--- src/rtl/alu_rr_scheduler.sv ---
// Two-requester front end for a shared ADD/OR/SUB/XOR datapath: round-robin grant,
// operand capture, a single execute cycle and a result register held until it is consumed.
module alu_rr_scheduler #(
   parameter int N = 4
) (
   input  logic         clk,
   input  logic         rst,
   input  logic         req0,
   input  logic [1:0]   op0,
   input  logic [N-1:0] a0,
   input  logic [N-1:0] b0,
   input  logic         req1,
   input  logic [1:0]   op1,
   input  logic [N-1:0] a1,
   input  logic [N-1:0] b1,
   output logic         gnt0,
   output logic         gnt1,
   output logic [N-1:0] res_data,
   output logic         res_id,
   output logic         res_valid,
   input  logic         res_ready,
   output logic         busy
);

   localparam logic [1:0] ST_IDLE = 2'd0;
   localparam logic [1:0] ST_EXEC = 2'd1;
   localparam logic [1:0] ST_OUT  = 2'd2;

   localparam logic [1:0] OP_ADD = 2'b00;
   localparam logic [1:0] OP_OR  = 2'b01;
   localparam logic [1:0] OP_SUB = 2'b10;
   localparam logic [1:0] OP_XOR = 2'b11;

   logic [1:0]   state_reg;
   logic [1:0]   state_next;
   logic         rr_ptr_reg;
   logic [1:0]   op_reg;
   logic [N-1:0] a_reg;
   logic [N-1:0] b_reg;
   logic         id_reg;
   logic [N-1:0] res_data_reg;
   logic         res_id_reg;
   logic         res_valid_reg;

   // Requester ports folded into indexed arrays so capture is a simple mux on sel.
   logic [1:0]   req_vec;
   logic [1:0]   gnt_vec;
   logic [1:0]   op_arr [2];
   logic [N-1:0] a_arr  [2];
   logic [N-1:0] b_arr  [2];

   assign req_vec  = {req1, req0};
   assign op_arr[0] = op0;
   assign op_arr[1] = op1;
   assign a_arr[0]  = a0;
   assign a_arr[1]  = a1;
   assign b_arr[0]  = b0;
   assign b_arr[1]  = b1;

   logic sel;
   logic grant_any;

   // Pointer only matters on contention; a lone requester always wins.
   assign sel       = (req_vec == 2'b11) ? rr_ptr_reg : req_vec[1];
   assign grant_any = (state_reg == ST_IDLE) && (|req_vec) && !rst;

   generate
      for (genvar gi = 0; gi < 2; gi++) begin : g_gnt
         assign gnt_vec[gi] = grant_any && (sel == 1'(gi));
      end
   endgenerate

   assign gnt0 = gnt_vec[0];
   assign gnt1 = gnt_vec[1];

   logic [N-1:0] alu_result;

   always_comb begin
      alu_result = '0;
      case (op_reg)
         OP_ADD:  alu_result = a_reg + b_reg;
         OP_OR:   alu_result = a_reg | b_reg;
         OP_SUB:  alu_result = a_reg - b_reg;
         OP_XOR:  alu_result = a_reg ^ b_reg;
         default: alu_result = '0;
      endcase
   end

   always_comb begin
      state_next = state_reg;
      case (state_reg)
         ST_IDLE: if (grant_any) state_next = ST_EXEC;
         ST_EXEC: state_next = ST_OUT;
         ST_OUT:  if (res_ready) state_next = ST_IDLE;
         default: state_next = ST_IDLE;
      endcase
   end

   always_ff @(posedge clk) begin
      if (rst) begin
         state_reg     <= ST_IDLE;
         rr_ptr_reg    <= 1'b0;
         op_reg        <= '0;
         a_reg         <= '0;
         b_reg         <= '0;
         id_reg        <= 1'b0;
         res_data_reg  <= '0;
         res_id_reg    <= 1'b0;
         res_valid_reg <= 1'b0;
      end else begin
         state_reg <= state_next;
         case (state_reg)
            ST_IDLE: begin
               if (grant_any) begin
                  op_reg <= op_arr[sel];
                  a_reg  <= a_arr[sel];
                  b_reg  <= b_arr[sel];
                  id_reg <= sel;
               end
            end
            ST_EXEC: begin
               res_data_reg  <= alu_result;
               res_id_reg    <= id_reg;
               res_valid_reg <= 1'b1;
            end
            ST_OUT: begin
               // res_data is deliberately left holding the consumed value.
               if (res_ready) begin
                  res_valid_reg <= 1'b0;
                  rr_ptr_reg    <= ~res_id_reg;
               end
            end
            default: res_valid_reg <= 1'b0;
         endcase
      end
   end

   assign res_data  = res_data_reg;
   assign res_id    = res_id_reg;
   assign res_valid = res_valid_reg;
   assign busy      = (state_reg != ST_IDLE);

endmodule
--- config.mk ---
export PLATFORM = sky130hd
export DESIGN_NAME = alu_rr_scheduler
export DESIGN_NICKNAME = d
export VERILOG_FILES = /design/src/rtl/alu_rr_scheduler.sv
export SDC_FILE = /design/constraint.sdc
export NUM_CORES = 1
export LEC_CHECK = 0
export CAP_MARGIN = 0
export CORE_ASPECT_RATIO = 0.9
export CORE_MARGIN = 2
export CORE_UTILIZATION = 30
export DETAILED_ROUTE_END_ITERATION = 8
export GPL_ROUTABILITY_DRIVEN = 0
export GPL_TIMING_DRIVEN = 0
export PLACE_DENSITY = 0.59
export SYNTH_ARGS = -nofsm -noshare
export SYNTH_HDL_FRONTEND = slang
export SYNTH_SLANG_ARGS = --single-unit
--- constraint.sdc ---
create_clock -name clk -period 2.5 [get_ports clk]
set_input_delay 0.5 -clock clk [delete_from_list [all_inputs] [get_ports clk]]
set_output_delay 0.5 -clock clk [all_outputs]
set_load 0.02 [all_outputs]
======== Word level (Yosys, flattened, before mapping) ========
Index checks and enable logic that the tools add are counted.
storage, ports and cells
  register bits after elaboration ......... 20
  logic and storage cells ................. 55
operators by class
  bitwise logic cells ..................... 6
  $lt $le $gt $ge ......................... 1
  $add $sub $neg .......................... 2
  reductions and logical operators ........ 13
  equality and inequality tests ........... 8
  muxes and demuxes ....................... 16
operators with widths
  kind                                                  count
  two-way mux 4 bit                                     6
  case mux 4 bit (4 select lines)                       1
  two-way mux 2 bit                                     5
  equality test 2 bit (second input constant)           4
  AND reduction 2 bit                                   4
  case mux 2 bit (3 select lines)                       1
  adder 4 bit                                           1
  equality test 2 x 1 -> 1 bit (second input constant)  2
  logical AND 1 bit                                     4
  logical NOT 2 bit                                     2
  inequality test 2 bit (second input constant)         2
  OR 4 bit                                              1
  subtractor 4 bit                                      1
  XOR 4 bit                                             1
  NOT 1 bit                                             3
  case mux 1 bit (3 select lines)                       1
  >= comparator 2 bit (second input constant)           1
  two-way mux 1 bit                                     2
  NOT 1 -> 2 bit                                        1
  nonzero test 2 bit                                    1
  OR reduction 2 bit                                    1
  logical NOT 1 bit                                     1

======== Longest topological paths before layout ========
Gate-level depths: netlist of run 1.
  depth in word-level cells ............... 6
  gate-level depth with buffers ........... 10
  mapped depth without buffers ............ 10

======== Worst setup path before layout of run 1 ========
Ideal clock, no wire load.
  path kind ............................... register to register
  start ................................... register b_reg[0]
  end ..................................... register res_data_reg[3], in the netlist res_data[3]
  path buffers ............................ 0
  path slack .............................. 0.680 ns
  arrival ................................. 1.746 ns
  period minus slack after synthesis ...... 1.820 ns
  stages on the path, launching flop included .. 11
  path through ............................ dfxtp_1 > inv_1 > ha_1 > nand2_1 > o21ai_1 > inv_1 > ha_1 > nor2b_1 > o21ai_1 > a211o_1 > a31oi_1
on the way
  longest elaborated chain between the ends .. 2
RTL lines
  element                                                 line    text
  start, declared                                         39      logic [N-1:0] b_reg;
  start signal, assigned                                  117     b_reg <= b_arr[sel];
  subtractor 4 bit / adder 4 bit (equally long branches)  83, 81
  case mux 4 bit (4 select lines) (*)                     80      case (op_reg)
  end signal, assigned                                    122     res_data_reg <= alu_result;
  end, declared                                           41      logic [N-1:0] res_data_reg;
Every way passes the cells marked *; elsewhere a longest branch is shown, timed or not.
A chain may end at the register's enable or synchronous reset.

======== Worst setup path after layout of run 1 ========
  start ................................... input port rst
  end ..................................... output port gnt0
on the way
  longest elaborated chain between the ends .. 3
RTL lines
  element            line  text
  start, declared    7     input logic rst,
  logical NOT 1 bit  65    assign grant_any = (state_reg == ST_IDLE) && (|req_vec) && !rst;
  logical AND 1 bit  65
  logical AND 1 bit  69    assign gnt_vec[gi] = grant_any && (sel == 1'(gi));
  end, declared      16    output logic gnt0,
No other way between the ends.

==> impl_metrics.toml, run 1 <==
[clocking]
clock_latency_ns = 0.25
clkSlewWorstSetupHoldPaths_ns = 0.07
numCtsBuffers = 3
postCtsSetupBuffers = 0
clk_path_buf_depth = 2
cts.sinks = 20
cts_hold_buf = 0
cts_resized = 3
cts.htree.levels = 1
cts_tree = "built"
ctsRootBufferMaster = "clkbuf_8"

[route]
totalWireLength_mm = 2.78
first_iter_violations = 54
dr.pass1.iters = 4
vias = 1053
drc = 0
viasPerCell = 5.09
ant_nets = 0
wire_per_inst_um = 13.4

[final_layout]
finalNonFillerCells = 207
n_antenna_cell = 0
area_delta_synth_final_pct = 38.8
final_nets = 199
drive_above_1_share_pct = 7.98
fill_cells = 346
design_area_um2 = 1530
utilization_pct = 44.4

[placed_design]
place_area_um2 = 1490
placed_cells_incl_taps = 204
port_buffers = 33
pre_cts_slack_ns = -0.268
hpwl_mm = 2.19

[synthesis]
yosysMostFrequentCell = "dfxtp_1"
synth-edff-count = 0
async_reset_ff_share_pct = 0
synth_ff_type = "dfxtp_1"
synth_seq_cells = 20
ys_seq_area_share_pct = 36.2
synth_fp_nets = 161
synth_top_area_share_pct = 36.2
yosysWarningCount = 0
synth.distinct_cells = 33
yosys.area.top_type = "dfxtp_1"
ys_top_cells_by_count = "dfxtp_1 (20), nor2_1 (18), inv_1 (14)"
syn_area_per_cell_um2 = 8.70
synthesis.area_um2 = 1100
synth.area.top_cells = "dfxtp_1 (36%), a222oi_1 (9.1%), ha_1 (9.1%)"
netlist_instances = 127

[setup_path]
worstSetupEndpointType = "output pin"
reg2reg_depth = 10
r2r_setup_slack_ns = 0.46
cp-startpoint = "rst"
critPathLaunchType = "input pin"
r2r-end = "res_data[3]$_SDFFE_PP0P_"
crit_path_end = "gnt0"
cp.required_ns = 2.00
r2r-start = "b_reg[0]$_SDFFE_PP0P_"
critPathKind = "in2out"
crit_arrival_ns = 1.85
critPathMaxFanout = 10

[global_routing]
grt_usage_pct = 14.6
grt_start_max_net_pins = 11
globalRoute.totalOverflow = 0
antenna_found_initial = 0
grt_pass1_vias = 1045
grt_pass1_wl_mm = 4.57

[sta]
finalHoldViolations = 0
worst_slack_ns = 0.149
skew_ns = 0.00362
setup_viol = 0
max_slew_margin_pct = 59.5
clock.fmax_mhz = 425
min_period_over_period_pct = 94.0
fin_setup_tns_ns = 0
hold-worst-slack_ns = 0.460
worst_pin_slew_ns = 0.603
finalMaxSlewViolations = 0
finalCriticalPeriod_ns = 2.35
rsz0062_at_grt = "no"

[floorplanning]
fp.coreArea_um2 = 3450
rows = 20
design.die.area_um2 = 4180
die_y_um = 61.6
io_pins = 34
start_util_pct = 32.0
fp.dieW_um = 68.0

[power]
power.total_uw = 825
p_leak_nw = 0.590
ir_worst_vdd_mv = 0.261
pwr_density_cell_nw_per_um2 = 538

[min_path]
min_path_type = "reg2reg"

[run]
cap_violations = 0

[outcome]
status = "finished, final reports clean"
critical path, cell delays in order:
cell             delay (ns)
clkdlybuf4s50_1        0.44
nor3_2                 0.15
and3_1                 0.22
clkbuf_4               0.22
clkdlybuf4s15_1        0.32
routing by layer:
metal / global-route usage, % / wire [um] / vias up
li1: - / - / 526
met1: 17.1 / 1220 / 486
met2: 27.2 / 1360 / 39
met3: 2.93 / 189 / 2
met4: 3.43 / 10 / 0
met5: 0 / 0 / -
layout by cell type (no fill, tap or decap), drive strengths merged, types with 3 or more instances in the layout:
master,n
a222oi,10
nand2b,4
inv,14
buf,4
nor2,18
a21oi,6
nor3,4
dfxtp,20
nand2,7
clkbuf,6
and3,3
o21ai,3
a211oi,3
clkdlybuf4s50,31
ha,8
where the power goes:
group | internal (mW) | leakage, nW | total, mW | switching [mW]
Combinational | 0.131 | 0.405 | 0.252 | 0.121
Clock | 0.107 | 0.0216 | 0.210 | 0.103
Sequential | 0.344 | 0.164 | 0.364 | 0.0200
worst min-delay path by stage:
stage,slack [ns],depth (start not counted),to,from
2_1_floorplan,0.43,2,res_id$_SDFFE_PP0P_,id_reg$_SDFFE_PP0P_
3_5_place_dp,0.45,2,res_id$_SDFFE_PP0P_,id_reg$_SDFFE_PP0P_
4_1_cts,0.46,2,res_id$_SDFFE_PP0P_,id_reg$_SDFFE_PP0P_
3_3_place_gp,0.44,2,res_id$_SDFFE_PP0P_,id_reg$_SDFFE_PP0P_
5_1_grt,0.48,2,res_id$_SDFFE_PP0P_,id_reg$_SDFFE_PP0P_
6_report,0.46,2,res_id$_SDFFE_PP0P_,id_reg$_SDFFE_PP0P_
cells by family (layout without fill, tap and decap cells):
logic type               Yosys count  in the layout  synth area share, %
buffers and inverters             20             56                 8.15
AND/OR/NAND/NOR                   43             43                 19.7
adder cells (fa/ha/maj)            9              9                 10.9
flip-flops                        20             20                 36.2
AO/OA/AOI/OAI                     30             30                 20.8
XOR/XNOR                           3              3                 2.38
multiplexers                       2              2                 1.81
cell type report:
type / count / area [um^2] / area share, %
Inverter: 14 / 52.6 / 3.43
Clock buffer: 3 / 41.3 / 2.69
Buffer: 6 / 40.0 / 2.61
Timing Repair Buffer: 33 / 325 / 21.2
Multi-Input combinational cell: 87 / 619 / 40.4
Sequential cell: 20 / 400 / 26.1
Tap cell: 44 / 55.1 / 3.59
(Power assumes the default switching activity.)
==> inputs of run 2 (changes only) <==
--- a/config.mk
+++ b/config.mk
@@ -7,12 +7,12 @@
 export LEC_CHECK = 0
 export CAP_MARGIN = 0
 export CORE_ASPECT_RATIO = 0.9
-export CORE_MARGIN = 2
 export CORE_UTILIZATION = 30
 export DETAILED_ROUTE_END_ITERATION = 8
 export GPL_ROUTABILITY_DRIVEN = 0
 export GPL_TIMING_DRIVEN = 0
 export PLACE_DENSITY = 0.59
+export RECOVER_POWER = 100
 export SYNTH_ARGS = -nofsm -noshare
 export SYNTH_HDL_FRONTEND = slang
 export SYNTH_SLANG_ARGS = --single-unit
==> impl_metrics.toml, run 2 (same netlist as run 1, synthesis figures left out) <==
[outcome]
status = "finished, final reports clean"

[final_layout]
area_delta_synth_final_pct = 39.6
final_nets = 199
final_common_cell = "clkdlybuf4s50_1"
design_area_um2 = 1540
drive_above_1_share_pct = 7.93
utilization_pct = 44.7
fill_cells = 341
n_antenna_cell = 0
layout_common_cells = "clkdlybuf4s50_1 (23), dfxtp_1 (20), nor2_1 (18)"

[route]
ant_nets = 0
viasPerCell = 5.02
vias = 1045
dr.pass1.iters = 6
wire_per_inst_um = 12.5
totalWireLength_mm = 2.59
drc = 0
first_iter_violations = 56

[power]
pwr-share-seq_pct = 42.8
switching_power_uw = 240
swShare_pct = 28.3
clkPwrFrac_pct = 28.7
pwr-share-comb_pct = 28.4
p_leak_nw = 0.617
pwr_density_cell_nw_per_um2 = 549
internal_power_uw = 608
ir_worst_vdd_mv = 0.295

[setup_path]
crit_arrival_ns = 1.88
critPathKind = "in2out"
critPathLaunchType = "input pin"
r2r_setup_slack_ns = 0.37
cp.required_ns = 2.00
r2r-start = "op_reg[0]$_SDFFE_PP0P_"
reg2reg_depth = 9
r2r-end = "res_data[3]$_SDFFE_PP0P_"
critPathMaxFanout = 10
worstSetupEndpointType = "output pin"

[sta]
fin_setup_tns_ns = 0
finalMaxSlewViolations = 0
clock.fmax_mhz = 421
finalHoldViolations = 0
hold-worst-slack_ns = 0.461
skew_ns = 0.00176
min_period_over_period_pct = 95.0
max_slew_margin_pct = 42.8
worst_slack_ns = 0.124
rsz0062_at_grt = "no"
worst_pin_slew_ns = 0.848
setup_viol = 0
finalCriticalPeriod_ns = 2.38

[min_path]
min_to = "res_data[0]$_SDFFE_PP0P_"
min_path_type = "reg2reg"
hold_start = "res_data[0]$_SDFFE_PP0P_"
min_delay_path_depth = 2

[clocking]
numCtsBuffers = 3
cts_tree = "built"
clkSlewWorstSetupHoldPaths_ns = 0.07
clock_latency_ns = 0.25
ctsRootBufferMaster = "clkbuf_8"
postCtsSetupBuffers = 0
clk_path_buf_depth = 2
cts.htree.levels = 1
cts.sinks = 20

[placed_design]
hpwl_mm = 1.97
pre_cts_slack_ns = -0.274
place_area_um2 = 1490
port_buffers = 33

[floorplanning]
io_pins = 34
start_util_pct = 32.0
fp.coreArea_um2 = 3450
die_y_um = 59.6
fp.dieW_um = 66.0
rows = 20
design.die.area_um2 = 3930

[global_routing]
grt_usage_pct = 14.1
grt_start_max_net_pins = 12
grt_pass1_wl_mm = 4.28
globalRoute.totalOverflow = 0
grt_pass1_vias = 987
antenna_found_initial = 0

[run]
cap_violations = 0
==> run 2: changes by cell type in the layout (fill, tap and decap cells not counted), sizes merged <==
cell | before | now
buf | 4 | 3
clkbuf | 6 | 8
clkdlybuf4s15 | 1 | 0
clkdlybuf4s50 | 31 | 23
dlygate4sd2 | 0 | 1
dlygate4sd3 | 0 | 8
==> run 2: cell type report <==
class | instances | area [um^2] | area share [%]
clock buffer | 4 | 55.1 | 3.57
multi-input combinational | 87 | 619 | 40.1
buffer | 6 | 36.3 | 2.35
sequential | 20 | 400 | 26.0
timing repair buffer | 33 | 324 | 21.0
inverter | 14 | 52.6 | 3.41
tap | 44 | 55.1 | 3.57
==> run 2: metal layers <==
metal / GRT usage, % / wire [um]
met1: 16.8 / 1170
met2: 26.5 / 1240
met4: 0.912 / 13
met3: 3.65 / 162
met5: 0 / 0
==> run 2: critical path: stages <==
cell	delay, ns
clkdlybuf4s50_1	0.43
nor3_2	0.16
and3_1	0.20
buf_2	0.21
dlygate4sd2_1	0.36
==> run 2: repair_timing <==
item / CTS / global route
hold buffers: 0 / 0
resized for setup: 3 / 2
endpoints found under the setup margin: 2 / 2
endpoints found under the hold margin: 0 / 0
==> run 2: worst max path at each step <==
stage	startpoint	endpoint	cells past startpoint
2_1_floorplan	b_reg[0]$_SDFFE_PP0P_	res_data[3]$_SDFFE_PP0P_	10
3_3_place_gp	rst	gnt0	5
3_5_place_dp	rst	gnt0	5
4_1_cts	rst	gnt0	5
5_1_grt	rst	gnt1	5
6_report	rst	gnt1	5
==> run 2: through the flow <==
| stage | total power, mW | cells |
|---|---|---|
| 6_report | 0.848 | 208 |
| 5_1_grt | 0.898 | 208 |
| 4_1_cts | 0.862 | 208 |
| 3_5_place_dp | 0.619 | 204 |
| 3_3_place_gp | 0.616 | 204 |
| 2_1_floorplan | 0.522 | 127 |
==> run 2: power groups by stage <==
| stage | Combinational [mW] | Clock [mW] | Sequential (mW) |
|---|---|---|---|
| final | 0.241 | 0.244 | 0.363 |
| after global routing | 0.270 | 0.261 | 0.367 |
| after CTS | 0.250 | 0.249 | 0.363 |
| after detailed placement | 0.249 | 0 | 0.371 |
| after global placement | 0.247 | 0 | 0.369 |
| after floorplan | 0.145 | 0 | 0.376 |
